## config.mk

```make
export PLATFORM = sky130hd
export DESIGN_NAME = mode_sequencer
export DESIGN_NICKNAME = d
export VERILOG_FILES = /design/src/rtl/mode_sequencer.sv
export SDC_FILE = /design/constraint.sdc
export NUM_CORES = 1
export LEC_CHECK = 0
export CORE_ASPECT_RATIO = 1.4
export CORE_MARGIN = 2
export CORE_UTILIZATION = 30
export CTS_BUF_LIST = sky130_fd_sc_hd__clkbuf_4
export DETAILED_ROUTE_END_ITERATION = 10
export GPL_TIMING_DRIVEN = 0
export HOLD_SLACK_MARGIN = 0.05
export PLACE_DENSITY = 0.68
export SLEW_MARGIN = 5
export SYNTH_ARGS = -nofsm -noshare
export SYNTH_HDL_FRONTEND = slang
export SYNTH_SLANG_ARGS = --single-unit
```

## constraint.sdc

```tcl
create_clock -name clk -period 2.9 [get_ports clk]
set_clock_uncertainty 0.15 [all_clocks]
set_input_delay 0.58 -clock clk [delete_from_list [all_inputs] [get_ports clk]]
set_output_delay 0.58 -clock clk [all_outputs]
set_load 0.02 [all_outputs]
```

## src/rtl/mode_sequencer.sv

```systemverilog
// mode_sequencer: cycles among NUM_MODES operating modes from two debounced push-buttons.
// A switch is deferred while the active mode is busy. Each switch is followed by a flush
// window in which the incoming mode receives a clear strobe and the display is blanked.
//
// Ports:
//   clk          system clock
//   rst          asynchronous active-low reset
//   btn_next     raw button, advance to the next mode
//   btn_prev     raw button, go back to the previous mode
//   busy         per-mode busy; only the bit of the current mode is observed
//   seg_in       packed segment buses, mode i at [i*SEG_W +: SEG_W]
//   seg_out      registered segment bus of the current mode (zero during flush)
//   mode         current mode index
//   mode_onehot  one-hot of mode
//   mode_clr     clear strobe to the incoming mode, held for the whole flush window
//   pending      a switch request is waiting for busy to drop
module mode_sequencer #(
  parameter int unsigned NUM_MODES    = 3,
  parameter int unsigned MODE_W       = 2,
  parameter int unsigned SEG_W        = 64,
  parameter int unsigned DEB_CYCLES   = 16,
  parameter int unsigned FLUSH_CYCLES = 4
) (
  input  logic                       clk,
  input  logic                       rst,
  input  logic                       btn_next,
  input  logic                       btn_prev,
  input  logic [NUM_MODES-1:0]       busy,
  input  logic [NUM_MODES*SEG_W-1:0] seg_in,
  output logic [SEG_W-1:0]           seg_out,
  output logic [MODE_W-1:0]          mode,
  output logic [NUM_MODES-1:0]       mode_onehot,
  output logic [NUM_MODES-1:0]       mode_clr,
  output logic                       pending
);

  localparam int unsigned CntW = $clog2(DEB_CYCLES);
  localparam int unsigned FlW  = (FLUSH_CYCLES > 1) ? $clog2(FLUSH_CYCLES) : 1;

  typedef enum logic [1:0] {StIdle, StWait, StFlush} state_e;

  // Bit 0 is the next button, bit 1 the prev button.
  logic [1:0] btn_raw;
  logic [1:0] req;

  assign btn_raw = {btn_prev, btn_next};

  for (genvar b = 0; b < 2; b++) begin : g_deb
    logic [1:0]      sync_q;
    logic [CntW-1:0] cnt_q, cnt_d;
    logic            level_q, level_d;
    logic            level_prev_q;

    always_ff @(posedge clk or negedge rst) begin
      if (!rst) begin
        sync_q       <= '0;
        cnt_q        <= '0;
        level_q      <= 1'b0;
        level_prev_q <= 1'b0;
      end else begin
        sync_q       <= {sync_q[0], btn_raw[b]};
        cnt_q        <= cnt_d;
        level_q      <= level_d;
        level_prev_q <= level_q;
      end
    end

    // cnt_q holds the number of consecutive cycles already seen differing from level_q;
    // the level flips on the DEB_CYCLES-th such cycle. Any agreeing cycle restarts the count.
    always_comb begin
      cnt_d   = '0;
      level_d = level_q;
      if (sync_q[1] != level_q) begin
        if (cnt_q == CntW'(DEB_CYCLES - 1)) begin
          level_d = sync_q[1];
        end else begin
          cnt_d = cnt_q + 1'b1;
        end
      end
    end

    assign req[b] = level_q & ~level_prev_q;
  end

  state_e                 state_q, state_d;
  logic [MODE_W-1:0]      mode_q, mode_d;
  logic [NUM_MODES-1:0]   onehot_q, onehot_d;
  logic                   pending_q, pending_d;
  logic                   dir_q, dir_d;  // 1 = prev
  logic [FlW-1:0]         fl_cnt_q, fl_cnt_d;
  logic [SEG_W-1:0]       seg_q, seg_d;

  logic                   req_one;
  logic                   busy_cur;
  logic                   commit;
  logic                   commit_prev;
  logic [MODE_W-1:0]      next_mode, prev_mode;
  logic [SEG_W-1:0]       seg_sel;

  // Simultaneous requests cancel.
  assign req_one  = req[0] ^ req[1];
  assign busy_cur = |(busy & onehot_q);

  assign next_mode = (mode_q == MODE_W'(NUM_MODES - 1)) ? '0 : mode_q + 1'b1;
  assign prev_mode = (mode_q == '0) ? MODE_W'(NUM_MODES - 1) : mode_q - 1'b1;

  always_comb begin
    seg_sel = '0;
    for (int unsigned i = 0; i < NUM_MODES; i++) begin
      if (mode_q == MODE_W'(i)) begin
        seg_sel = seg_in[i*SEG_W +: SEG_W];
      end
    end
  end

  always_comb begin
    state_d     = state_q;
    mode_d      = mode_q;
    pending_d   = pending_q;
    dir_d       = dir_q;
    fl_cnt_d    = fl_cnt_q;
    commit      = 1'b0;
    commit_prev = dir_q;

    unique case (state_q)
      StIdle: begin
        if (req_one) begin
          if (!busy_cur) begin
            commit      = 1'b1;
            commit_prev = req[1];
          end else begin
            dir_d     = req[1];
            pending_d = 1'b1;
            state_d   = StWait;
          end
        end
      end
      StWait: begin
        if (req_one) begin
          dir_d = req[1];
        end
        // A request arriving in the same cycle busy drops still decides the direction.
        if (!busy_cur) begin
          commit      = 1'b1;
          commit_prev = dir_d;
          pending_d   = 1'b0;
        end
      end
      StFlush: begin
        // Requests are dropped here.
        if (fl_cnt_q == FlW'(FLUSH_CYCLES - 1)) begin
          state_d = StIdle;
        end else begin
          fl_cnt_d = fl_cnt_q + 1'b1;
        end
      end
      default: state_d = StIdle;
    endcase

    if (commit) begin
      state_d  = StFlush;
      fl_cnt_d = '0;
      mode_d   = commit_prev ? prev_mode : next_mode;
    end
  end

  always_comb begin
    onehot_d = '0;
    for (int unsigned i = 0; i < NUM_MODES; i++) begin
      onehot_d[i] = (mode_d == MODE_W'(i));
    end
  end

  // Blank from the commit edge onward so the outgoing mode's data never shows in flush.
  assign seg_d = (state_d == StFlush) ? '0 : seg_sel;

  always_ff @(posedge clk or negedge rst) begin
    if (!rst) begin
      state_q   <= StIdle;
      mode_q    <= '0;
      onehot_q  <= NUM_MODES'(1);
      pending_q <= 1'b0;
      dir_q     <= 1'b0;
      fl_cnt_q  <= '0;
      seg_q     <= '0;
    end else begin
      state_q   <= state_d;
      mode_q    <= mode_d;
      onehot_q  <= onehot_d;
      pending_q <= pending_d;
      dir_q     <= dir_d;
      fl_cnt_q  <= fl_cnt_d;
      seg_q     <= seg_d;
    end
  end

  assign mode        = mode_q;
  assign mode_onehot = onehot_q;
  assign mode_clr    = (state_q == StFlush) ? onehot_q : '0;
  assign pending     = pending_q;
  assign seg_out     = seg_q;

endmodule

```

==> results by stage <==
Power and ir drop:
- The part of the total power dissipated in combinational logic is between 30% and 40%.
- The worst ir drop on vdd is about 260 µV.
- Cell internal power was estimated by the tool at approximately 0.0022 W.
- The design draws 0.003099 W.
- The total power per unit cell area is 415.2 nW/µm².
- The net switching power is between 0.0008 and 0.0009 W.
- The fraction of power consumed by sequential logic is roughly 46%.
- The clock network power share is between 20% and 30%.
- Of the total power, the share spent switching nets is between 20% and 30%.
- The static leakage is about 3.3 nW.

Worst setup path:
- Counting cells, the worst reg-to-reg path comes to 9.
- The setup slack of the worst register-to-register path is between 400 and 500 ps.
- The capture instance of the worst register-to-register path is seg_out[30].
- The required arrival time at the worst endpoint is 2170 ps.
- The maximum net fanout on the critical path is 3.
- The type of element capturing the critical path is an output port.
- The startpoint identified for the worst register-to-register timing path is mode[1].
- The startpoint type of the worst setup path is a register.
- The critical path is of the reg -> out type.
- The data arrival time at the worst-slack endpoint is 1750 ps.

Clock tree:
- The H-tree was split into 3 levels.
- Post-CTS timing repair inserted 0 buffers for setup.
- The clock-pin slew on the worst setup and hold paths is between 100 and 150 ps.
- The cell at the root of the clock tree is sky130_fd_sc_hd__clkbuf_4.
- The maximum number of buffers from clock root to sink is 2.
- TritonCTS built the clock tree.
- The clock sink total is approximately 90.
- The number of clock buffers added by TritonCTS is 9.
- The clock latency reported for the late side of the worst-skew pair is around 440 ps.

Timing:
- Headroom to the max-slew limit came out at 53.78%.
- For the pin with the worst max-slew slack, the measured transition is 693.3 ps.
- Setup repair after global routing left no endpoint under its margin.
- The number of pins with negative max-slew slack in the final report is 0.
- Setup violations remaining at the end of the flow were counted as 0.
- The worst path in the final design needs a cycle of 2483 ps, including I/O delays and setup.
- Timing would allow up to a little over 0.4 GHz.
- The final hold violation count was 0.
- The final critical-path share of the clock period is a little under nine tenths.
- The worst-case hold slack is 220.1 ps.

Global route:
- The via count of the first global-routing pass was about 5000.
- The first global-routing pass estimated between 20000 and 25000 µm of wire.
- For this run, global-route usage on met2 was measured as approximately two fifths.
- In this run the most used layer during global routing was met2.
- The number of antenna violations at the first check in global routing is 1.
- The met3 track demand over resource is 5.893%.
- The pin count of the biggest net entering global routing is 55.
- Global routing finished with a remaining overflow of 0.
- The met1 usage in global routing is about a fifth.
- The total routing resource utilization after global routing is between 20% and 30%.

Final layout:
- In the layout the commonest cells are 270 x sky130_fd_sc_hd__clkdlybuf4s50_1, 132 x sky130_fd_sc_hd__nor2_1, 90 x sky130_fd_sc_hd__dfrtp_1.
- The layout cell share with drive strength beyond 1 is ~4.9%.
- The area growth from synthesis to layout is 72.38%.
- Leaving out fill and tap cells, the most frequent cell in the layout is sky130_fd_sc_hd__clkdlybuf4s50_1.
- The count of filler cells inserted in the layout is 1303.
- The net total in the final layout is 957.

Yosys:
- The number of synthesis warnings is 0.
- The count of flip-flops with a built-in enable after synthesis is 0.
- The synthesized design contains slightly above 90 register bits.
- After synthesis, the mean cell area works out to ~9 µm².
- The synthesized net count is approximately 670.
- Synthesis produced a netlist whose cell count is around 470.
- The mapped netlist covers 4330 µm².
- After synthesis, the netlist uses 38 different library cells.
- For this run, the leading register cell type out of synthesis is sky130_fd_sc_hd__dfrtp_1.
- For this run, asynchronously set or reset flops after synthesis account for between 90% and 100%.
- The proportion of synthesized chip area in sequential cells is a little over half.

Detailed routing:
- The count of nets left with antenna violations once routing finished came out at 0.
- After detailed routing, the average wire length per cell comes to ~17 µm.
- The DRC violation total after the first TritonRoute iteration is about 210.
- The final layout contains routed wiring with a total length of 15940 µm.
- The detailed router placed 4584 vias in this run.
- The total iterations of the first detailed-routing run is 5.
- After detailed routing, the number of remaining DRC violations is 0.
- After detailed routing, the number of vias per cell comes to just under 5.

Place:
- Input and output buffers added on the ports amount to around 270.
- The congestion estimate from routability-driven global placement came to around 0.86.
- The detailed-placement wirelength estimate is approximately 13000 µm.

Floorplanning:
- The standard-cell row count is 51.
- The boundary pin count is approximately 270.
- After floorplanning, the core was sized to cover between 10000 and 15000 µm².
- The starting utilization of the core area is between 30% and 40%.
- The die width is between 100 and 150 µm.
- The die outline height is 146.2 µm.
- The area of the die is about 15000 µm².

Worst hold path:
- For hold timing, the worst endpoint is g_deb[1].sync_q[1].
- The min-delay analysis places its worst path in the category reg -> reg.
- The launch instance of the worst min-delay path is g_deb[1].sync_q[0].
- The number of cells on the worst hold path is 0.

Job:
- The max capacitance violation total is 0.

Run status:
- The flow ran to the end, and the final reports show no timing, DRC or antenna violations.
## synth_stat cells (2+ instances only)
cell | instances | share of area (%)
sky130_fd_sc_hd__nand4b_1 | 2 | 0.40
sky130_fd_sc_hd__ha_1 | 7 | 2.0
sky130_fd_sc_hd__a22oi_1 | 63 | 11
sky130_fd_sc_hd__mux2i_1 | 2 | 0.46
sky130_fd_sc_hd__and3_1 | 2 | 0.29
sky130_fd_sc_hd__dfrtp_1 | 90 | 52
sky130_fd_sc_hd__nand2_1 | 7 | 0.61
sky130_fd_sc_hd__buf_2 | 2 | 0.23
sky130_fd_sc_hd__nand3_1 | 6 | 0.69
sky130_fd_sc_hd__mux2_2 | 3 | 0.78
sky130_fd_sc_hd__o21ai_0 | 6 | 0.69
sky130_fd_sc_hd__nor2_1 | 132 | 11
sky130_fd_sc_hd__buf_6 | 6 | 1.6
sky130_fd_sc_hd__clkbuf_1 | 24 | 2.1
sky130_fd_sc_hd__nor2b_1 | 3 | 0.43
sky130_fd_sc_hd__inv_1 | 9 | 0.78
sky130_fd_sc_hd__nor3b_1 | 2 | 0.35
sky130_fd_sc_hd__buf_1 | 3 | 0.26
sky130_fd_sc_hd__a21oi_1 | 73 | 8.4
sky130_fd_sc_hd__o31ai_2 | 2 | 0.58
sky130_fd_sc_hd__xnor2_1 | 6 | 1.2
## critical path, stage by stage (launching register included)
cell and delay [ps]:
sky130_fd_sc_hd__dfstp_2 560, sky130_fd_sc_hd__and3_2 170, sky130_fd_sc_hd__clkdlybuf4s50_1 590
## worst max path at each step
stage / from / endpoint / slack [ps] / depth (start not counted)
2_1_floorplan: busy[0] / mode_onehot[0] / 650 / 5
3_3_place_gp: rst / seg_out[28] / -2160 / 1
3_5_place_dp: busy[0] / seg_out[29] / -50 / 8
4_1_cts: mode[0] / seg_out[30] / 220 / 9
6_report: mode_onehot[0] / mode_clr[0] / 420 / 2
5_1_grt: mode[0] / seg_out[54] / 200 / 9
## state kept, by name (all words and copies together), names as in the netlist
| name | cells |
|---|---|
| dir_q | 1 |
| fl_cnt_q | 2 |
| g_deb.cnt_q | 8 |
| g_deb.level_prev_q | 2 |
| g_deb.level_q | 2 |
| g_deb.sync_q | 4 |
| mode | 2 |
| mode_onehot | 3 |
| pending | 1 |
| seg_out | 64 |
| state_q | 2 |
## kinds of logic after synthesis
logic type / share of synthesized area, %
multiplexers: 1.589
buffers and inverters: 5.085
adder cells (fa/ha/maj): 2.022
XOR/XNOR: 1.214
AO/OA/AOI/OAI: 22.36
AND/OR/NAND/NOR: 15.11
flip-flops: 52.61
## stage by stage
stage | utilization, % | setup TNS [ps] | worst slack [ps] | cells | cell area, µm²
after floorplan | - | 0 | 650.0 | 467 | 4330
after global placement | 51.82 | -194960 | -2161 | 923 | 7274
after detailed placement | 52.00 | -1687 | -51.54 | 924 | 7300
after CTS | 53.14 | 0 | 216.0 | 941 | 7460
after global routing | 53.17 | 0 | 200.2 | 942 | 7465
final | 53.17 | 0 | 416.7 | 942 | 7465
## power groups by stage
stage          Combinational, W  Clock (W)  Sequential [W]
2_1_floorplan          0.000218          0         0.00157
3_3_place_gp           0.000920          0         0.00144
3_5_place_dp           0.000936          0         0.00144
4_1_cts                0.000941   0.000777         0.00142
5_1_grt                 0.00101   0.000833         0.00143
6_report               0.000932   0.000751         0.00142
## metal layers
layer,up-vias,routed length (µm)
met5,-,0
li1,2191,-
met1,2157,5499
met4,0,478
met2,208,8684
met3,28,1276
## area by class of cell
| cell class | count | area [µm²] | share of cell area (%) |
|---|---|---|---|
| Clock inverter | 7 | 82.58 | 1.106 |
| Inverter | 9 | 33.78 | 0.4526 |
| Tap cell | 185 | 231.5 | 3.101 |
| Buffer | 36 | 188.9 | 2.531 |
| Clock buffer | 9 | 67.56 | 0.9051 |
| Sequential cell | 91 | 2278 | 30.52 |
| Antenna cell | 1 | 2.502 | 0.03352 |
| Timing Repair Buffer | 273 | 2748 | 36.81 |
| Multi-Input combinational cell | 331 | 1832 | 24.54 |
## what timing repair did
action / 4_1_cts / 5_1_grt
hold endpoints to repair: 37 / 0
setup endpoints to repair: 0 / 6
resized for setup: 0 / 4
hold buffers: 1 / 0
(Power assumes the default switching activity.)
